**config.mk**
```make
export PLATFORM = sky130hd
export DESIGN_NAME = isp_src_frame_ctrl
export DESIGN_NICKNAME = d
export VERILOG_FILES = /design/src/rtl/isp_src_frame_ctrl.sv
export SDC_FILE = /design/constraint.sdc
export NUM_CORES = 1
export LEC_CHECK = 0
export CORE_ASPECT_RATIO = 0.8
export CORE_MARGIN = 2
export CORE_UTILIZATION = 50
export CTS_CLUSTER_DIAMETER = 200
export CTS_CLUSTER_SIZE = 12
export DETAILED_ROUTE_END_ITERATION = 8
export HOLD_SLACK_MARGIN = 0.02
export PLACE_DENSITY_LB_ADDON = 0.08
export REMOVE_ABC_BUFFERS = 1
export SLEW_MARGIN = 20
export SYNTH_ARGS = -nofsm -noshare
export SYNTH_HDL_FRONTEND = slang
export SYNTH_SLANG_ARGS = --single-unit
export TNS_END_PERCENT = 1
```
**constraint.sdc**
```tcl
create_clock -name i_clk -period 3.8 [get_ports i_clk]
set_clock_uncertainty 0.2 [all_clocks]
set_input_delay 0.57 -clock i_clk [delete_from_list [all_inputs] [get_ports i_clk]]
set_output_delay 0.57 -clock i_clk [all_outputs]
set_load 0.03 [all_outputs]
```
**src/rtl/isp_src_frame_ctrl.sv**
```systemverilog
// Raw-Bayer frame sequencer: walks the pixel store in raster order with
// programmable H/V blanking and emits a valid/ready pixel stream with SOF/EOL/EOF.
//
// state    | meaning
// ---------+-----------------------------------------------------------
// S_IDLE   | waiting for start; no reads issued
// S_LINE   | issuing reads for the active pixels of the current line
// S_HBLANK | H_BLANK idle cycles after each line
// S_VBLANK | V_BLANK*(IW+H_BLANK) idle cycles after the last line
module isp_src_frame_ctrl #(
    parameter int IW      = 1936,
    parameter int IH      = 1088,
    parameter int H_BLANK = 16,
    parameter int V_BLANK = 4,
    parameter int DW      = 16,
    parameter int AW      = 22
) (
    input  logic          i_clk,
    input  logic          i_rst_n,
    input  logic          i_start,
    input  logic          i_stop,
    input  logic          i_single,
    input  logic [3:0]    i_src_sel,
    output logic          o_mem_rd_en,
    output logic [AW-1:0] o_mem_rd_addr,
    input  logic [DW-1:0] i_mem_rd_data,
    output logic          o_pix_valid,
    output logic [DW-1:0] o_pix_data,
    output logic          o_pix_sof,
    output logic          o_pix_eol,
    output logic          o_pix_eof,
    input  logic          i_pix_ready,
    output logic [3:0]    o_cur_sel,
    output logic [7:0]    o_frame_cnt,
    output logic          o_busy
);

    localparam int HW     = (IW > 1) ? $clog2(IW) : 1;
    localparam int VW     = (IH > 1) ? $clog2(IH) : 1;
    localparam int VB_CYC = V_BLANK * (IW + H_BLANK);
    localparam int BW     = $clog2(VB_CYC + 1);

    localparam logic [HW-1:0] H_LAST = HW'(IW - 1);
    localparam logic [VW-1:0] V_LAST = VW'(IH - 1);
    localparam logic [BW-1:0] HB_LD  = BW'(H_BLANK - 1);
    localparam logic [BW-1:0] VB_LD  = BW'(VB_CYC - 1);

    typedef enum logic [1:0] {S_IDLE, S_LINE, S_HBLANK, S_VBLANK} state_t;

    state_t          r_state;
    state_t          w_state_nxt;
    logic [HW-1:0]   r_h;
    logic [VW-1:0]   r_v;
    logic [AW-1:0]   r_addr;
    logic [BW-1:0]   r_blk;
    logic            r_stop_pend;
    logic [3:0]      r_cur_sel;
    logic [7:0]      r_frame_cnt;
    logic            r_rd_pend;
    logic [2:0]      r_pend_mk;
    logic [DW+2:0]   r_fifo [2];
    logic            r_wp;
    logic            r_rp;
    logic [1:0]      r_cnt;

    logic            w_pop;
    logic            w_rd_en;
    logic [1:0]      w_slots;
    logic [2:0]      w_mk;
    logic [DW+2:0]   w_head;

    assign w_head  = r_fifo[r_rp];
    assign w_pop   = (r_cnt != 2'd0) && i_pix_ready;
    // Occupancy after this cycle's pop keeps back-to-back reads at full rate.
    assign w_slots = r_cnt - {1'b0, w_pop} + {1'b0, r_rd_pend};
    assign w_rd_en = (r_state == S_LINE) && (w_slots < 2'd2);
    assign w_mk    = {(r_h == '0) && (r_v == '0), r_h == H_LAST, (r_h == H_LAST) && (r_v == V_LAST)};

    assign o_mem_rd_en   = w_rd_en;
    assign o_mem_rd_addr = r_addr;
    assign o_pix_valid   = (r_cnt != 2'd0);
    assign o_pix_data    = w_head[DW+2:3];
    assign o_pix_sof     = w_head[2];
    assign o_pix_eol     = w_head[1];
    assign o_pix_eof     = w_head[0];
    assign o_cur_sel     = r_cur_sel;
    assign o_frame_cnt   = r_frame_cnt;
    assign o_busy        = (r_state != S_IDLE) || o_pix_valid || r_rd_pend;

    always_ff @(posedge i_clk) begin
        if (!i_rst_n) r_state <= S_IDLE;
        else          r_state <= w_state_nxt;
    end

    always_comb begin
        w_state_nxt = r_state;
        case (r_state)
            S_IDLE:   if (i_start) w_state_nxt = S_LINE;
            S_LINE:   if (w_rd_en && (r_h == H_LAST)) w_state_nxt = S_HBLANK;
            S_HBLANK: if (r_blk == '0) w_state_nxt = (r_v == V_LAST) ? S_VBLANK : S_LINE;
            S_VBLANK: if (r_blk == '0) w_state_nxt = r_stop_pend ? S_IDLE : S_LINE;
            default:  w_state_nxt = S_IDLE;
        endcase
    end

    always_ff @(posedge i_clk) begin
        if (!i_rst_n) begin
            r_h         <= '0;
            r_v         <= '0;
            r_addr      <= '0;
            r_blk       <= '0;
            r_stop_pend <= 1'b0;
            r_cur_sel   <= '0;
            r_frame_cnt <= '0;
            r_rd_pend   <= 1'b0;
            r_pend_mk   <= '0;
            r_wp        <= 1'b0;
            r_rp        <= 1'b0;
            r_cnt       <= '0;
            r_fifo[0]   <= '0;
            r_fifo[1]   <= '0;
        end else begin
            r_rd_pend <= w_rd_en;
            r_pend_mk <= w_mk;
            if (w_rd_en) begin
                r_h    <= (r_h == H_LAST) ? '0 : r_h + 1'b1;
                r_addr <= r_addr + 1'b1;
            end
            case (r_state)
                S_IDLE: begin
                    if (i_start) begin
                        r_cur_sel   <= i_src_sel;
                        r_stop_pend <= i_single | i_stop;
                        r_h         <= '0;
                        r_v         <= '0;
                        r_addr      <= '0;
                    end
                end
                S_LINE: begin
                    if (w_state_nxt == S_HBLANK) r_blk <= HB_LD;
                end
                S_HBLANK: begin
                    if (r_blk == '0) begin
                        if (r_v == V_LAST) r_blk <= VB_LD;
                        else               r_v   <= r_v + 1'b1;
                    end else begin
                        r_blk <= r_blk - 1'b1;
                    end
                end
                S_VBLANK: begin
                    if (r_blk == '0) begin
                        r_v    <= '0;
                        r_addr <= '0;
                        if (!r_stop_pend) r_cur_sel <= i_src_sel;
                    end else begin
                        r_blk <= r_blk - 1'b1;
                    end
                end
                default: ;
            endcase
            if ((r_state != S_IDLE) && i_stop) r_stop_pend <= 1'b1;

            // Read data lands one cycle after the strobe, markers ride along.
            if (r_rd_pend) begin
                r_fifo[r_wp] <= {i_mem_rd_data, r_pend_mk};
                r_wp         <= ~r_wp;
            end
            if (w_pop) r_rp <= ~r_rp;
            r_cnt <= r_cnt + {1'b0, r_rd_pend} - {1'b0, w_pop};
            if (w_pop && w_head[0]) r_frame_cnt <= r_frame_cnt + 1'b1;
        end
    end

endmodule
```
Yosys cells after proc, flatten, opt, wreduce, memory -nomap -nowiden. Memory sizes are Yosys's and may differ from the RTL's. A register that Yosys moved wholly into a read port is not among the register bits. Cells that the tools add are included.

Flip-flop bits (word level): 80. RAM bits: 38. Output and inout bits: 56. Memories: 1.

Add/subtract/negate cells: 9. $lt $le $gt $ge: 1. Equal/unequal tests: 14. Muxes and demuxes: 41. Bitwise logic cells: 3. Reduce and logical (&&, ||, !) cells: 25.

Memories: r_fifo (depth 2, bits a word 19, read ports 1, clocked after memory_dff 1, write ports 2, RTL line 61) `logic [DW+2:0] r_fifo [2];`.

Operators with widths (number): $mux W11 (8); $mux W22 (3); $mux W13 (4); $pmux W22 S2 (1); $pmux W13 S3 (1); $pmux W11 S3 (1); $add A11 B1 Y11 const B (2); $add A22 B1 Y22 const B (1); $eq A11 B11 Y1 const B (2); $logic_not A11 Y1 (2); $mux W19 (1); $reduce_or A19 Y1 (1); $logic_not A13 Y1 (1); $sub A13 B1 Y13 const B (1); $mux W1 (12); $mux W4 (3); $ne A2 B2 Y1 const B (6); $mux W2 (5); $reduce_bool A2 Y1 (5); $add A8 B1 Y8 const B (1); $pmux W2 S4 (1); $pmux W4 S2 (1); $reduce_and A4 Y1 (2); $logic_and A1 B1 Y1 (7); other kinds (14) (21).

Depth between registers and ports, before layout. Gate-level depths: netlist (run 1).

Depth in word-level cells: 12. Mapped depth: 11. Depth with buffers taken out: 11.

Worst setup path after synthesis (run 1). No wires, ideal clock.

Path type: input to register. From: input port i_pix_ready. To: register r_h[5]. Library setup time: 0.128 ns. Arrival time: 2.860 ns. Required time: 3.472 ns. Path slack: 0.612 ns. Stages: 11. Buffers on the path: 0. Path through: o21ai_0 -> inv_1 -> ha_1 -> inv_1 -> ha_1 -> xor3_1 -> nor2_1 -> and4_1 -> nand3_1 -> xor2_1 -> nor2_1.

Longest elaborated chain between the ends: 8.

RTL lines: from (decl) (RTL line 32) `input logic i_pix_ready,`; $logic_and A1 B1 Y1 (*) (RTL line 73) `assign w_pop = (r_cnt != 2'd0) && i_pix_ready;`; net w_pop (RTL line 66) `logic w_pop;`; $sub A2 B1 Y2 (*) (RTL line 75) `assign w_slots = r_cnt - {1'b0, w_pop} + {1'b0, r_rd_pend};`; $add A2 B1 Y2 (*) (RTL line 75); $lt A2 B2 Y1 (*) (RTL line 76) `assign w_rd_en = (r_state == S_LINE) && (w_slots < 2'd2);`; $logic_and A1 B1 Y1 (*) (RTL line 76); net o_mem_rd_en (RTL line 24) `output logic o_mem_rd_en,`; $mux W11 (*) (RTL line 125) `if (w_rd_en) begin`; $mux W11 (RTL line 131) `if (i_start) begin`; $mux W11 (*) (RTL line 129) `case (r_state)`; to (signal assigned) (RTL line 126) `r_h <= (r_h == H_LAST) ? '0 : r_h + 1'b1;`; to (decl) (RTL line 52) `logic [HW-1:0] r_h;`.

The timed path passes the listed nets; every way through them passes the cells marked *. A chain may end at the register's enable or synchronous reset.

Worst setup path in the final report (run 1).
From: input port i_pix_ready. To: register r_addr[19], in the netlist o_mem_rd_addr[19].

Longest elaborated chain between the ends: 8. Elaborated cells between the ends (all ways): 9.

RTL lines: $logic_and A1 B1 Y1 (*) (RTL line 73); net w_pop (RTL line 66); $sub A2 B1 Y2 (*) (RTL line 75); $add A2 B1 Y2 (*) (RTL line 75); $lt A2 B2 Y1 (*) (RTL line 76); $logic_and A1 B1 Y1 (*) (RTL line 76); $mux W22 (*) (RTL line 125); $mux W22 (on tied branches) (RTL line 151, 131); $pmux W22 S2 (*) (RTL line 129); to (signal assigned) (RTL line 127) `r_addr <= r_addr + 1'b1;`; to (decl) (RTL line 54) `logic [AW-1:0] r_addr;`.

Marks and branches as above.

==> impl_metrics.py, run 1 <==
metrics = {
    "clocking": {
        "cts-buffers-inserted": 17,
        "clock_sinks": 119,
        "post_cts_buffers": 0,
        "clk_path_buf_depth": 2,
        "cts_resized": 0,
        "hold_buffers": 0,
        "clk_latency_ns": 0.41,
        "cts.clk_slew.worst_paths_ns": 0.06,
        "clockRootBuffer": "clkbuf_16",
        "cts_tree": "built",
        "cts_max_level": 4,
    },
    "global_routing": {
        "busiest_layer": "met2",
        "use_met3_pct": 5.34,
        "gr-total-overflow": 0,
        "grt_antenna_before_repair": 0,
        "met1_usage_pct": 29.1,
        "grt_max_degree": 30,
        "grt_pass1_wl_mm": 22.5,
        "grt_use_met2_pct": 36.8,
        "track_usage_pct": 22.2,
        "grt_pass1_vias": 4609,
    },
    "final_layout": {
        "antenna_cells": 0,
        "synthToLayoutAreaGrowth_pct": 25.9,
        "num-nets-final": 731,
        "drive_above_1_share_pct": 12.3,
        "filler_cell_count": 943,
        "layout_common_cells": "81 x dfxtp_1, 80 x clkdlybuf4s50_1, 79 x nor2_1",
        "stdcell_count": 853,
        "final_area_um2": 7480,
        "mostFrequentLayoutCell": "dfxtp_1",
        "utilization_pct": 64.7,
    },
    "timing": {
        "period_minus_slack_ns": 3.29,
        "finalHoldViolations": 0,
        "timing.hold.ws_ns": 0.277,
        "fmax_mhz": 304,
        "setup_tns_ns": 0,
        "fin_ws_ns": 0.509,
        "maxSlewHeadroom_pct": 44.9,
        "drv_slew": 0,
        "grt_setup_unrepaired": "no",
        "setup_viol": 0,
        "finalCritPeriodShare_pct": 86.6,
        "max_slew.worst_pin.slew_ns": 0.823,
    },
    "floorplanning": {
        "chipHeight_um": 101,
        "num_io_pins": 82,
        "placementRows": 35,
        "die_area_um2": 12800,
        "core_um2": 11600,
        "die_x_um": 126,
        "initial_core_util_pct": 51.4,
    },
    "synth": {
        "synth_area_leaders": "dfxtp_1 27%, edfxtp_1 19%, nor2_1 5.0%",
        "async_flop_share_pct": 0,
        "synth-edff-count": 38,
        "ys_ff_latch": 119,
        "yosysSeqAreaShare_pct": 46.5,
        "synth-compound-area-share_pct": 10.7,
        "ys_types": 71,
        "synth-simple-area-share_pct": 24.7,
        "synth_top_cell_by_area": "dfxtp_1",
        "avgSynthCellArea_um2": 9.80,
        "synth_xor_area_share_pct": 7.56,
        "synth.top_cell.area_share_pct": 27.3,
        "synth_area_um2": 5940,
        "ys.flop_type": "dfxtp_1",
        "synth.area.mux_share_pct": 4.61,
        "synth_top_family_by_area": "simple AND/OR/NAND/NOR gates",
        "synth_fa_ha_area_share_pct": 2.74,
        "synth_warnings": 0,
        "netlist_instances": 606,
    },
    "power_and_ir_drop": {
        "p_sw_share_pct": 37.3,
        "vdd_drop_max_mv": 0.435,
        "p_clk_share_pct": 30.4,
        "sequentialPowerShare_pct": 32.3,
        "p_int_mw": 3.07,
        "cellLeakagePower_nw": 2.82,
        "power.total_mw": 4.89,
        "power.switching_mw": 1.82,
        "combPwrFrac_pct": 37.3,
        "cellPowerDensity_nw_per_um2": 654,
    },
    "worst_setup_path": {
        "reg2reg_depth": 8,
        "r2r-start": "r_state[0]",
        "arrival_ns": 3.36,
        "worst-setup-path-type": "in -> reg",
        "cp-start-kind": "input port",
        "crit_path_top_delay_cell": "or4b_4",
        "path_max_fanout": 4,
        "cp.required_ns": 3.87,
        "crit_chain": "clkdlybuf4s50_1 > o21ai_0 > inv_1 > ha_1 > inv_1 > ha_1 > xor3_1 > or4_4 > or4b_4 > nor2_2 > xnor2_1 > nor2_1",
        "cp_num_cells": 12,
        "crit_family": "simple AND/OR/NAND/NOR gates",
        "worst_setup_path_end_kind": "flip-flop",
        "rr_endpoint": "r_blk[11]",
        "slowest_delay_ns": 0.57,
        "r2r_slack_ns": 0.53,
        "cp_num_buf_inv": 3,
    },
    "drt": {
        "ant_nets": 0,
        "vias_per_cell": 5.69,
        "vias": 4851,
        "drc_errors": 0,
        "initialDrtViolationCount": 339,
        "drt_wl_total_mm": 14.0,
        "drt-pass1-iter-count": 5,
        "wl_per_cell_um": 16.4,
    },
    "min_path": {
        "min_to": "r_stop_pend",
        "min_from": "r_stop_pend",
        "whs_path_depth": 2,
        "worstHoldPathType": "reg -> reg",
    },
    "job": {
        "drv_cap": 0,
    },
    "place": {
        "post-dp-hpwl_mm": 9.57,
        "dp.cells": 821,
        "port_buffers": 81,
        "place_ws_ns": 0.0875,
        "gp_congestion": 0.905,
        "place_area_um2": 6930,
    },
    "run_status": {
        "status": "finished, final reports clean",
    },
}
[metal layers]
metal	share of wire, %	vias up
met5	0	-
met4	1.2	0
met3	6.7	16
met2	47	168
met1	46	2314
li1	-	2353
[cell families (layout without fill, tap and decap cells)]
| family | Yosys count | after routing |
|---|---|---|
| and+or+nand+nor | 268 | 268 |
| DFF | 119 | 119 |
| AOI/OAI and AO/OA | 84 | 84 |
| buffers and inverters | 49 | 148 |
| xor gates and xnor gates | 48 | 48 |
| muxes | 25 | 25 |
| adders and majority gates | 13 | 13 |
[sequential cells by signal (all words and copies together) (netlist names), named ones only]
signal         flops
o_frame_cnt        8
r_blk             13
r_v               11
r_fifo            38
o_mem_rd_addr     22
r_state            2
r_h               11
r_cnt              2
r_pend_mk          3
r_rp               1
r_wp               1
r_stop_pend        1
o_cur_sel          4
r_rd_pend          1
[tightest hold or removal path, stage by stage, from the launching register on]
cell and delay (ns):
dfxtp_1 0.33, inv_1 0.06, a21oi_1 0.05
[worst max path at each step]
| stage | from | to | slack, ns |
|---|---|---|---|
| after floorplan | i_pix_ready | r_h[5] | 0.61 |
| after global placement | i_pix_ready | o_mem_rd_addr[17] | 0.17 |
| after detailed placement | i_pix_ready | o_mem_rd_addr[19] | 0.09 |
| final | i_pix_ready | o_mem_rd_addr[19] | 0.51 |
| after global routing | i_pix_ready | o_mem_rd_addr[17] | 0.32 |
| after CTS | i_pix_ready | o_mem_rd_addr[19] | 0.51 |
[power groups by stage]
stage	combinational [mW]	clock (mW)	sequential, mW
3_5_place_dp	1.80	0	1.60
4_1_cts	1.81	1.51	1.58
2_1_floorplan	1.18	0	1.62
6_report	1.83	1.49	1.58
5_1_grt	1.97	1.56	1.60
3_3_place_gp	1.78	0	1.59
[Yosys cell counts, types with 2 or more instances]
cell,instances
or3_1,4
nand3_1,20
nor2_1,79
o31ai_1,8
o211a_1,2
buf_2,4
or2_2,4
o21ai_0,15
nand2_1,33
nand4_1,9
o211ai_1,3
nor2_2,2
nor3_1,15
inv_1,20
o311a_1,3
mux2i_1,6
and4_1,11
nor4_1,11
o311ai_0,3
nor4_4,2
xor2_1,30
o22ai_1,4
o21ai_2,2
and3_1,14
nand4b_1,2
mux2_2,19
ha_1,13
o2111ai_1,4
edfxtp_1,38
a31oi_1,5
nor2b_1,4
xnor2_1,16
a21oi_1,11
o31a_1,2
and2_1,43
or4_1,2
dfxtp_1,81
nand2b_1,6
clkbuf_1,23
a311o_1,2
[final cells by class]
| cell class | count | area, µm² | share of cell area [%] |
|---|---|---|---|
| timing repair buffer | 95 | 913 | 12.2 |
| multi-input combinational | 438 | 2990 | 40.0 |
| sequential | 119 | 2760 | 36.9 |
| clock inverter | 13 | 93.8 | 1.26 |
| clock buffer | 19 | 455 | 6.09 |
| tap | 148 | 185 | 2.48 |
| inverter | 21 | 78.8 | 1.05 |
Note: power is estimated with default switching activity, not from simulation.
==> run 2, diff against run 1 <==
- CTS_CLUSTER_DIAMETER: 200 -> 150
==> results of run 2 <==
The final DEF is identical to that of run 1; final timing and power are the same.
==> run 3, diff against run 2 <==
- GPL_ROUTABILITY_DRIVEN: unset -> 0
- PLACE_DENSITY: unset -> 0.74
- PLACE_DENSITY_LB_ADDON: 0.08 -> unset
==> run 3 against run 2 <==
Net effect: sequential share of layout area fell by 0.068 points; combinational power barely moved; final area rose by 0.18%; largest cell class unchanged; fmax fell by 3.3%; global-route usage rose by 0.65 points; largest power group unchanged; count of clock-buffer cells in the layout did not move; non-clock buffer count fell by 2; clock power rose by 4%; final cell count fell by 0.23%.
==> impl_metrics.py, run 3 (synthesis gave the netlist of run 1 again) <==
metrics = {
    "final_layout": {
        "antenna_cells": 0,
        "top_register": "r_fifo",
        "drive_above_1_share_pct": 12.1,
        "layout_common_cells": "81 x dfxtp_1, 80 x clkdlybuf4s50_1, 79 x nor2_1",
        "num-nets-final": 729,
        "mostFrequentLayoutCell": "dfxtp_1",
        "synthToLayoutAreaGrowth_pct": 26.1,
        "largest_reg_flops": 38,
    },
    "timing": {
        "setup_tns_ns": 0,
        "drv_slew": 0,
        "setup_viol": 0,
        "period_minus_slack_ns": 3.40,
        "finalCritPeriodShare_pct": 89.6,
        "grt_setup_unrepaired": "no",
        "maxSlewHeadroom_pct": 31.4,
        "fmax_mhz": 294,
        "finalHoldViolations": 0,
        "fin_ws_ns": 0.396,
        "max_slew.worst_pin.slew_ns": 1.03,
    },
    "global_routing": {
        "busiest_layer": "met2",
        "use_met3_pct": 4.86,
        "grt_pass1_wl_mm": 23.2,
        "met1_usage_pct": 28.8,
        "track_usage_pct": 22.9,
        "grt_antenna_before_repair": 0,
        "grt_use_met2_pct": 38.8,
        "grt_pass1_vias": 4757,
        "gr-total-overflow": 0,
        "grt_max_degree": 31,
    },
    "floorplanning": {
        "core_um2": 11600,
        "placementRows": 35,
        "chipHeight_um": 101,
        "die_area_um2": 12800,
        "num_io_pins": 82,
        "die_x_um": 126,
        "initial_core_util_pct": 51.4,
    },
    "power_and_ir_drop": {
        "combPwrFrac_pct": 36.6,
        "sequentialPowerShare_pct": 32.2,
        "cellLeakagePower_nw": 2.82,
        "p_clk_share_pct": 31.2,
        "p_sw_share_pct": 37.0,
        "cellPowerDensity_nw_per_um2": 665,
        "vdd_drop_max_mv": 0.467,
        "p_int_mw": 3.14,
        "power.total_mw": 4.98,
        "power.switching_mw": 1.84,
    },
    "drt": {
        "drt_wl_total_mm": 14.4,
        "initialDrtViolationCount": 470,
        "ant_nets": 0,
        "vias": 4964,
        "drt-pass1-iter-count": 5,
        "vias_per_cell": 5.83,
        "drc_errors": 0,
        "wl_per_cell_um": 16.9,
    },
    "run_status": {
        "status": "finished, final reports clean",
    },
    "min_path": {
        "worstHoldPathType": "reg -> reg",
        "min_to": "r_stop_pend",
        "min_from": "r_stop_pend",
        "whs_path_depth": 2,
    },
    "place": {
        "place_ws_ns": 0.0619,
        "post-dp-hpwl_mm": 10.0,
        "port_buffers": 81,
    },
    "worst_setup_path": {
        "crit_chain": "clkdlybuf4s50_1 > o21ai_0 > inv_1 > ha_1 > inv_1 > ha_1 > xor3_1 > buf_4 > nor2_1 > buf_4 > buf_4",
        "arrival_ns": 2.63,
        "cp.required_ns": 3.03,
        "r2r_slack_ns": 0.49,
        "slowest_delay_ns": 0.50,
        "crit_path_top_delay_cell": "clkdlybuf4s50_1",
        "cp-start-kind": "input port",
        "worst_setup_path_end_kind": "output pin",
        "path_max_fanout": 9,
        "rr_endpoint": "r_blk[11]",
        "r2r-start": "r_state[0]",
        "reg2reg_depth": 8,
        "cp_common_cell": "buf_4",
        "worst-setup-path-type": "in -> out",
    },
    "job": {
        "drv_cap": 0,
    },
    "clocking": {
        "cts_max_level": 4,
        "cts-buffers-inserted": 17,
        "post_cts_buffers": 0,
        "cts_tree": "built",
        "clk_path_buf_depth": 2,
        "cts_resized": 0,
        "hold_buffers": 0,
        "clock_sinks": 119,
        "clockRootBuffer": "clkbuf_16",
        "cts.clk_slew.worst_paths_ns": 0.06,
        "clk_latency_ns": 0.41,
    },
}
[run 3: cell types whose count changed in the layout (fill, tap and decap cells not counted), sizes merged]
cell | previous run | this run
clkinvlp | 2 | 1
bufinv | 0 | 1
buf | 15 | 13
[run 3: worst max path at each step]
| stage | from | to | depth (start not counted) | slack (ns) |
|---|---|---|---|---|
| 2_1_floorplan | i_pix_ready | r_h[5] | 11 | 0.61 |
| 4_1_cts | i_pix_ready | o_mem_rd_en | 11 | 0.40 |
| 6_report | i_pix_ready | o_mem_rd_en | 11 | 0.40 |
| 3_5_place_dp | i_pix_ready | o_mem_rd_addr[19] | 12 | 0.06 |
| 5_1_grt | i_pix_ready | o_mem_rd_en | 11 | 0.27 |
| 3_3_place_gp | i_pix_ready | o_mem_rd_addr[17] | 12 | 0.15 |
[run 3: metal layers]
metal,part of all wire (%),wire [µm],up-vias
li1,-,-,2354
met1,43,6170,2399
met2,49,6990,184
met3,6.6,952,27
met4,1.9,271,0
met5,0,0,-
[run 3: layout make-up]
class	instances	area [µm²]
Clock buffer	19	454
Inverter	21	78.8
Sequential cell	119	2760
Tap cell	148	185
Multi-Input combinational cell	438	2990
Fill cell	908	4070
Timing Repair Buffer	93	898
Clock inverter	13	120
[run 3: per-stage QoR]
stage / hold slack, ns / util (%) / cells / instance area [µm²]
final: 0.292 / 64.8 / 851 / 7490
after global routing: 0.321 / 64.8 / 851 / 7490
after CTS: 0.284 / 64.8 / 851 / 7490
after detailed placement: 0.260 / 59.8 / 819 / 6920
after global placement: 0.258 / 59.8 / 819 / 6920
after floorplan: 0.232 / - / 578 / 5830
[run 3: worst max-delay path: cells and delay by family]
kind / cells / cell delay (ns)
XOR/XNOR: 1 / 0.25
AND/OR/NAND/NOR: 1 / 0.13
adder cells (fa/ha/maj): 2 / 0.38
buffers and inverters: 6 / 1.16
AO/OA/AOI/OAI: 1 / 0.13
[run 3: power groups by stage]
stage | sequential (mW) | combinational (mW) | clock, mW
after detailed placement | 1.63 | 1.79 | 0
after CTS | 1.60 | 1.80 | 1.57
after global routing | 1.63 | 1.97 | 1.63
final | 1.60 | 1.82 | 1.55
after floorplan | 1.62 | 1.18 | 0
after global placement | 1.62 | 1.74 | 0
